$ cat src/rtl/rgmii_pkg.sv
// Shared types and default timing constants for the RGMII speed controller.
package rgmii_pkg;

    // Default debounce, drain, reset and settle lengths, in clk_i cycles.
    localparam int unsigned STABLE_CYCLES_DEF = 16;
    localparam int unsigned DRAIN_TIMEOUT_DEF = 4096;
    localparam int unsigned RST_CYCLES_DEF    = 8;
    localparam int unsigned SETTLE_CYCLES_DEF = 8;

    typedef enum logic [2:0] {
        StLinkDown,
        StActive,
        StDrain,
        StReset,
        StSettle
    } rgmii_state_e;

    // Largest of three values; sizes the shared phase counter.
    function automatic int unsigned max3(input int unsigned a, input int unsigned b,
                                         input int unsigned c);
        int unsigned m;
        m = (a > b) ? a : b;
        return (m > c) ? m : c;
    endfunction

endpackage

$ cat src/rtl/rgmii_status_debounce.sv
// Debounces the 2-bit PHY status {link_up, speed_1000m}. The count restarts at 1 on any
// change and saturates at STABLE_CYCLES; stable_o is high while the count is saturated.
module rgmii_status_debounce
    import rgmii_pkg::*;
#(
    parameter int unsigned STABLE_CYCLES = STABLE_CYCLES_DEF
) (
    input  logic       clk_i,
    input  logic       rst_i,
    input  logic [1:0] data_i,
    output logic       stable_o,
    output logic [1:0] value_o
);

    localparam int unsigned CntW = $clog2(STABLE_CYCLES + 1);

    logic [1:0]      prev_q;
    logic [CntW-1:0] cnt_q, cnt_d;

    // Count consecutive cycles with unchanged status, saturating at the threshold.
    always_comb begin
        cnt_d = cnt_q;
        if (data_i != prev_q) begin
            cnt_d = CntW'(1);
        end else if (cnt_q != CntW'(STABLE_CYCLES)) begin
            cnt_d = cnt_q + 1'b1;
        end
    end

    // Status history and counter registers.
    always_ff @(posedge clk_i or posedge rst_i) begin
        if (rst_i) begin
            prev_q <= 2'b00;
            cnt_q  <= '0;
        end else begin
            prev_q <= data_i;
            cnt_q  <= cnt_d;
        end
    end

    assign stable_o = (cnt_q == CntW'(STABLE_CYCLES));
    assign value_o  = prev_q;

endmodule

$ cat src/rtl/rgmii_speed_ctrl.sv
// RGMII speed-change controller: waits for a debounced link/speed status, drains traffic,
// pulses the datapath reset, lets clocks settle, then re-enables traffic.
module rgmii_speed_ctrl
    import rgmii_pkg::*;
#(
    parameter int unsigned STABLE_CYCLES = STABLE_CYCLES_DEF,
    parameter int unsigned DRAIN_TIMEOUT = DRAIN_TIMEOUT_DEF,
    parameter int unsigned RST_CYCLES    = RST_CYCLES_DEF,
    parameter int unsigned SETTLE_CYCLES = SETTLE_CYCLES_DEF
) (
    input  logic clk_i,
    input  logic rst_i,
    input  logic link_up_i,
    input  logic speed_1000m_i,
    input  logic tx_busy_i,
    input  logic rx_busy_i,
    output logic sel_1000m_o,
    output logic dp_rst_o,
    output logic tx_hold_o,
    output logic change_done_o,
    output logic drain_timeout_o
);

    localparam int unsigned PhaseMax = max3(DRAIN_TIMEOUT, RST_CYCLES, SETTLE_CYCLES);
    localparam int unsigned PhaseW   = $clog2(PhaseMax + 1);

    rgmii_state_e      state_q, state_d;
    logic [PhaseW-1:0] phase_q, phase_d;
    logic              drain_to;

    logic              deb_stable;
    logic [1:0]        deb_value;
    logic              deb_link;
    logic              deb_speed;

    logic              sel_d, dp_rst_d, tx_hold_d, change_done_d, drain_timeout_d;

    rgmii_status_debounce #(
        .STABLE_CYCLES(STABLE_CYCLES)
    ) u_debounce (
        .clk_i   (clk_i),
        .rst_i   (rst_i),
        .data_i  ({link_up_i, speed_1000m_i}),
        .stable_o(deb_stable),
        .value_o (deb_value)
    );

    assign deb_link  = deb_value[1];
    assign deb_speed = deb_value[0];

    // State and phase counter registers.
    always_ff @(posedge clk_i or posedge rst_i) begin
        if (rst_i) begin
            state_q <= StLinkDown;
            phase_q <= '0;
        end else begin
            state_q <= state_d;
            phase_q <= phase_d;
        end
    end

    // Next-state decode; a raw link drop overrides everything outside LINK_DOWN.
    always_comb begin
        state_d  = state_q;
        drain_to = 1'b0;
        if (state_q != StLinkDown && !link_up_i) begin
            state_d = StLinkDown;
        end else begin
            unique case (state_q)
                StLinkDown: begin
                    if (deb_stable && deb_link) state_d = StReset;
                end
                StActive: begin
                    if (deb_stable && deb_link && (deb_speed != sel_1000m_o)) state_d = StDrain;
                end
                StDrain: begin
                    // Idle wins over a coincident timeout, so no pulse in that case.
                    if (!tx_busy_i && !rx_busy_i) begin
                        state_d = StReset;
                    end else if (phase_q == PhaseW'(DRAIN_TIMEOUT - 1)) begin
                        state_d  = StReset;
                        drain_to = 1'b1;
                    end
                end
                StReset: begin
                    if (phase_q == PhaseW'(RST_CYCLES - 1)) state_d = StSettle;
                end
                StSettle: begin
                    if (phase_q == PhaseW'(SETTLE_CYCLES - 1)) state_d = StActive;
                end
                default: state_d = StLinkDown;
            endcase
        end
    end

    // Phase counter clears on every state change and only runs in timed states.
    always_comb begin
        phase_d = '0;
        if (state_d == state_q &&
            (state_q == StDrain || state_q == StReset || state_q == StSettle)) begin
            phase_d = phase_q + 1'b1;
        end
    end

    // Outputs decoded from the next state so they switch with the state register.
    always_comb begin
        dp_rst_d        = (state_d == StLinkDown) || (state_d == StReset);
        tx_hold_d       = (state_d != StActive);
        change_done_d   = (state_d == StActive) && (state_q != StActive);
        drain_timeout_d = drain_to;
        sel_d           = sel_1000m_o;
        // Speed select moves only while the datapath is entering reset.
        if (state_d == StReset && state_q != StReset) sel_d = deb_speed;
    end

    // Output registers.
    always_ff @(posedge clk_i or posedge rst_i) begin
        if (rst_i) begin
            sel_1000m_o     <= 1'b0;
            dp_rst_o        <= 1'b1;
            tx_hold_o       <= 1'b1;
            change_done_o   <= 1'b0;
            drain_timeout_o <= 1'b0;
        end else begin
            sel_1000m_o     <= sel_d;
            dp_rst_o        <= dp_rst_d;
            tx_hold_o       <= tx_hold_d;
            change_done_o   <= change_done_d;
            drain_timeout_o <= drain_timeout_d;
        end
    end

endmodule

$ cat config.mk
export PLATFORM = sky130hd
export DESIGN_NAME = rgmii_speed_ctrl
export DESIGN_NICKNAME = d
export VERILOG_FILES = /design/src/rtl/rgmii_pkg.sv /design/src/rtl/rgmii_status_debounce.sv /design/src/rtl/rgmii_speed_ctrl.sv
export SDC_FILE = /design/constraint.sdc
export NUM_CORES = 1
export LEC_CHECK = 0
export ABC_AREA = 1
export BUFFER_PORTS_ARGS = -buffer_cell sky130_fd_sc_hd__buf_4
export CAP_MARGIN = 0
export CORE_ASPECT_RATIO = 0.6
export CORE_UTILIZATION = 50
export CTS_CLUSTER_SIZE = 30
export DETAILED_ROUTE_END_ITERATION = 16
export PLACE_DENSITY = 0.68
export SYNTH_ARGS = -nofsm -noshare
export SYNTH_HDL_FRONTEND = slang
export SYNTH_SLANG_ARGS = --single-unit
$ cat constraint.sdc
create_clock -name clk_i -period 2.1 [get_ports clk_i]
set_input_delay 0.105 -clock clk_i [delete_from_list [all_inputs] [get_ports clk_i]]
set_output_delay 0.105 -clock clk_i [all_outputs]
set_load 0.05 [all_outputs]
* Yosys cells after proc, flatten, opt, wreduce, memory -nomap -nowiden
Index checks and enable logic that the tools add are counted.
** Word-level totals
- Register bits :: 28
- Input bits :: 6
- Output and inout port bits :: 5
- Logic and storage cells :: 59
** Cells by class
- Add/sub/neg operators :: 2
- Equality and inequality tests :: 16
- Multiplexer cells :: 15
- Reductions and logical operators :: 17
** Operator list (count)
- $mux 3 :: 7
- $pmux 3 s5 :: 1
- $add 13x1->13 const B :: 1
- $eq 13x12->1 const B :: 1
- $eq 13x3->1 const B :: 1
- $mux 13 :: 1
- $mux 5 :: 2
- $eq 3x2->1 const B :: 3
- $logic_and 1x1->1 :: 7
- $eq 3x1->1 const B :: 2
- $logic_not 3->1 :: 2
- $ne 3x1->1 const B :: 2
- $add 5x1->5 const B :: 1
- $eq 5x5->1 const B :: 1
- $ne 5x5->1 const B :: 1
- $mux 1 :: 4
- $eq 3x3->1 :: 1
- $eq 3x3->1 const B :: 1
- $logic_not 1->1 :: 3
- $logic_or 1x1->1 :: 3
- $ne 3x2->1 const B :: 1
- $reduce_bool 3->1 :: 1
- $ne 2x2->1 :: 1
- $reduce_bool 2->1 :: 1
- $ne 1x1->1 :: 1

* Depth between registers and ports, before layout
- Depth in word-level cells :: 9
- Mapped depth :: 15
- Mapped depth without buffers :: 14

* Modules after synthesis
A second synthesis with hierarchy kept.
** Unflattened totals
- Cells, all modules :: 211
- Area, all modules :: 1615.3 µm²
** By module, submodules not included
- rgmii_speed_ctrl :: times used 1, cells an instance 161, area each 1228.7 µm², sequential area each 528.0 µm²
- rgmii_status_debounce :: times used 1, cells an instance 50, area each 386.6 µm², sequential area each 175.2 µm²

* Worst setup path before layout
No wires, ideal clock.
- Kind :: register to register
- From :: register phase_q[0]
- To :: register phase_q[10]
- Library setup time :: 0.121 ns
- Data arrival time :: 1.589 ns
- Required time :: 1.979 ns
- Setup slack :: 0.390 ns
- Cell stages (with the launch flop) :: 16
- Buffers on the path :: 1
- Clock period less this slack :: 1.710 ns
- Cells stage by stage :: dfrtp_1 ha_1 nand2_1 inv_2 nand2_2 nor2_2 nand2_1 nand2_1 nand2_1 nand3_2 nand2_2 nand2_1 nand2_1 nand2_2 buf_6 nor2_2
** On the way
- Cells in the longest elaborated chain, start to end :: 8
- Elaborated cells on any way between the ends :: 12
- Classes of those cells :: 1 x add/sub; 3 x eq/ne; 7 x mux; 1 x reduce/logical
** Ends and longest elaborated chain
- from (decl) :: line rgmii_speed_ctrl.sv:28 : logic [PhaseW-1:0] phase_q, phase_d;
- from (signal assigned) :: line rgmii_speed_ctrl.sv:58 : phase_q <= phase_d;
- $eq 13x12->1 :: line rgmii_speed_ctrl.sv:80 : end else if (phase_q == PhaseW'(DRAIN_TIMEOUT - 1)) begin
- $mux 3 :: line rgmii_speed_ctrl.sv:80
- $mux 3 :: line rgmii_speed_ctrl.sv:78 : if (!tx_busy_i && !rx_busy_i) begin
- $pmux 3 s5 :: line rgmii_speed_ctrl.sv:69 : unique case (state_q)
- $mux 3 :: line rgmii_speed_ctrl.sv:66 : if (state_q != StLinkDown && !link_up_i) begin
- $eq 3x3->1 :: line rgmii_speed_ctrl.sv:99 : if (state_d == state_q &&
- $logic_and 1x1->1 :: line rgmii_speed_ctrl.sv:99
- $mux 13 (*) :: line rgmii_speed_ctrl.sv:99
- via phase_d[10] :: line rgmii_speed_ctrl.sv:28
Mark *: on every way through the listed nets, which the timed path passes. The rest lies on a longest branch.
A chain may end at the register's enable or synchronous reset.

* Worst setup path after layout
- From :: register u_debounce.cnt_q[0]
- To :: register phase_q[12]
** On the way
- Cells in the longest elaborated chain, start to end :: 9
- Elaborated cells on any way between the ends :: 10
- Classes of those cells :: 2 x eq/ne; 5 x mux; 3 x reduce/logical
** Ends and longest elaborated chain
- from (decl) :: line rgmii_status_debounce.sv:18 : logic [CntW-1:0] cnt_q, cnt_d;
- from (signal assigned) :: line rgmii_status_debounce.sv:37 : cnt_q <= cnt_d;
- $eq 5x5->1 (*) :: line rgmii_status_debounce.sv:41 : assign stable_o = (cnt_q == CntW'(STABLE_CYCLES));
- $logic_and 1x1->1 (*) :: line rgmii_speed_ctrl.sv:71, rgmii_speed_ctrl.sv:74
- $logic_and 1x1->1 :: line rgmii_speed_ctrl.sv:74 : if (deb_stable && deb_link && (deb_speed != sel_1000m_o)) state_d = StDrain;
- $mux 3 :: line rgmii_speed_ctrl.sv:74
- $pmux 3 s5 (*) :: line rgmii_speed_ctrl.sv:69
- $mux 3 (*) :: line rgmii_speed_ctrl.sv:66
- $eq 3x3->1 (*) :: line rgmii_speed_ctrl.sv:99
- $logic_and 1x1->1 (*) :: line rgmii_speed_ctrl.sv:99
- $mux 13 (*) :: line rgmii_speed_ctrl.sv:99
- via phase_d[12] :: line rgmii_speed_ctrl.sv:28
Marks and branches as above.

==> results.md <==
* Placer Congestion at 0.886
* Ys flop type: dfrtp_1
* Detail Route Antenna Nets at 0
* R2r setup slk at about 160 ps
* WL/cell at ~12 um
* Congestion Overflow GR at 0
* Number of top-level pins at 11
* Clk pin slew, worst setup/hold paths at 90 ps
* Vias/cell at 4.89
* Hold Crit Class: in2reg
* Top cells by count, synth: nand2_1, nor2_1, dfrtp_1
* Antenna diodes at 0
* Mapped Nets at 216
* Setup_tns at 0 ps
* WP data required at 2300 ps
* Num CTS Buffers at 3
* Filler Cells Inserted at 279
* Final count of negative-setup-slack endpoints at 0
* Main area contributors after synthesis: dfrtp_1, nand2_1, nor2_1, inv_1, nor2_2
* Post-DP HPWL at 2330 um
* Setup crit start: u_debounce.cnt_q[0]
* Die footprint at ~3500 um2
* Total global routing track utilization at 19.8%
* Core area at 2970 um2
* Sequential share of the synthesized area at a little over two fifths
* First-pass GRT wire length at 4970 um
* Die Y at between 40 and 50 um
* Crit path DAT at 2140 ps
* R2R depth at 12
* R2r startpoint: u_debounce.cnt_q[0]
* Top-area cell type share of the netlist area at between 40% and 50%
* Number of port buffers at 10
* Post-route setup slack at ~160 ps
* Share of cells above drive strength 1 at 22.7%
* Yosys cell types at 28
* RSZ-0062 raised after global routing: false
* Effective utilization at floorplan at 54.3%
* Part of the cycle the worst path needs at 92.4%
* Worst-margin pin slew at 434 ps
* Crit path max fanout at 7
* Nets at 235
* Critical path endpoint: phase_q[12]
* Syn-to-layout area delta at 15.9%
* Startpoint types: register
* Fraction of registers with async set/reset at 100%
* Flop and latch count out of synthesis at 28
* Static Leak at 0.899 nW
* Status: completed
* Latest clock arrival within the worst-skew pair at 270 ps
* Clock sinks at 28
* Post-synth EDFFs at 0
* Tmin final at 1940 ps
* FP Rows at 15
* Largest net degree at the start of global routing at 29
* Initial antenna violation count at 0
* Mapped Area at about 1600 um2
* Slew HR at 70.8%
* CTS tree: built
* Final Skew at 6.94 ps
* DP Worst Slack at 103 ps
* Drt initial violations at 112
* Mean Syn Cell Area at 7.79 um2
* Final count of pins violating max slew at 0
* Vias in the first global route at 1077
* Drt pass-1 iters at 4
* Via count at 1305
* Synthesized instance count at 207
* Final wirelength at about 3200 um
* RR Endpoint: phase_q[12]
* Fmax at around 520 MHz
* CTS H-Tree Depth at 1
* Postcts setup bufs at 0
* CP endpoint kind: register
* Top cell type by total area after synthesis: dfrtp_1
* WS Path Type: reg2reg
* DR DRC count at 0
* Syn. warnings at 0
* Max-cap violations at 0
* VDD IR-drop max at around 0.0009 V
* Most frequent cell after synthesis: nand2_1
* Final Hold Vio Count at 0
* Clock Tree Root: clkbuf_8
* PwrDens at 1010 nW/um2
* Longest Clk Path Bufs at 2
* Die Wd at 75.3 um
* Total power at between 0.0015 and 0.002 W
-- layer usage --
metal | wire length [um] | track usage (%) | up-vias
met3 | 171 | 5.97 | 2
met2 | 1320 | 28.7 | 33
met5 | 0 | 0 | -
met4 | 11 | 2.22 | 0
met1 | 1710 | 29.6 | 594
li1 | - | - | 676
-- where the power goes --
part	internal (W)	leakage (nW)	total (W)	switching [W]
Combinational	0.000224	0.494	0.000776	0.000552
Clock	0.000255	0.0357	0.000420	0.000165
Sequential	0.000621	0.369	0.000693	0.0000717
-- cell usage in the layout, fill, tap and decap left out, types with 6 or more instances in the layout --
cell type  netlist  final
nor2_2          15     13
dfrtp_1         26     26
nand2_1         43     42
nand3_1         15     15
inv_1           25     25
buf_4            0     11
xor2_1           6      6
nor2_1          29     29
a21oi_1          6      6
-- final cells by class --
class	instances	area (um2)	share of cell area [%]
inverter	30	113	6.03
sequential	28	703	37.6
tap	42	52.6	2.81
clock inverter	1	30.0	1.61
timing repair buffer	14	113	6.03
clock buffer	3	41.3	2.21
multi-input combinational	149	816	43.7
-- sequential cells by signal, indices dropped and copies added, names as in the netlist --
name / flops
state_q: 3
drain_timeout_o: 1
sel_1000m_o: 1
change_done_o: 1
phase_q: 13
u_debounce.cnt_q: 5
u_debounce.value_o: 2
tx_hold_o: 1
dp_rst_o: 1
-- cell families (layout without fill, tap and decap cells) --
| group | after synthesis | count (layout) | share of synthesized area [%] |
|---|---|---|---|
| compound gates | 12 | 12 | 3.88 |
| simple gates | 122 | 123 | 36.5 |
| fa+ha+maj | 3 | 3 | 2.33 |
| xor+xnor | 11 | 11 | 5.98 |
| flops | 28 | 28 | 43.6 |
| buf+inv | 31 | 48 | 7.69 |
-- through the flow --
stage	util, %	instances	instance area (um2)	hold WS [ps]
after detailed placement	58.5	259	1740	200
final	63.0	267	1870	226
after CTS	61.9	266	1840	225
after global routing	63.0	267	1870	280
after floorplan	-	207	1610	136
after global placement	58.5	259	1740	191
-- critical path: stages, from the launching register on --
cell and delay (ps):
dfrtp_1 420, inv_1 90, ha_1 140, nand2_1 110, nor2_4 190, nand4_1 120, nand3_2 140, nand2_4 80
nand2_1 60, nand2_1 60, nor2_2 210, nand2_4 140, nor2_1 110
-- how the worst min path moves through the flow --
stage,startpoint,endpoint,slack [ps],cells past startpoint
4_1_cts,rx_busy_i,drain_timeout_o,220,5
2_1_floorplan,speed_1000m_i,u_debounce.value_o[0],140,0
3_3_place_gp,rst_i,drain_timeout_o,190,3
6_report,rx_busy_i,drain_timeout_o,230,5
5_1_grt,rx_busy_i,drain_timeout_o,280,5
3_5_place_dp,rst_i,phase_q[8],200,3
-- repair_timing --
action | CTS | global route
resized for setup | 0 | 6
hold buffers | 3 | 0
hold endpoints to repair | 28 | 0
endpoints found under the setup margin | 0 | 13
No activity file was read; power rests on OpenSTA's default activity.
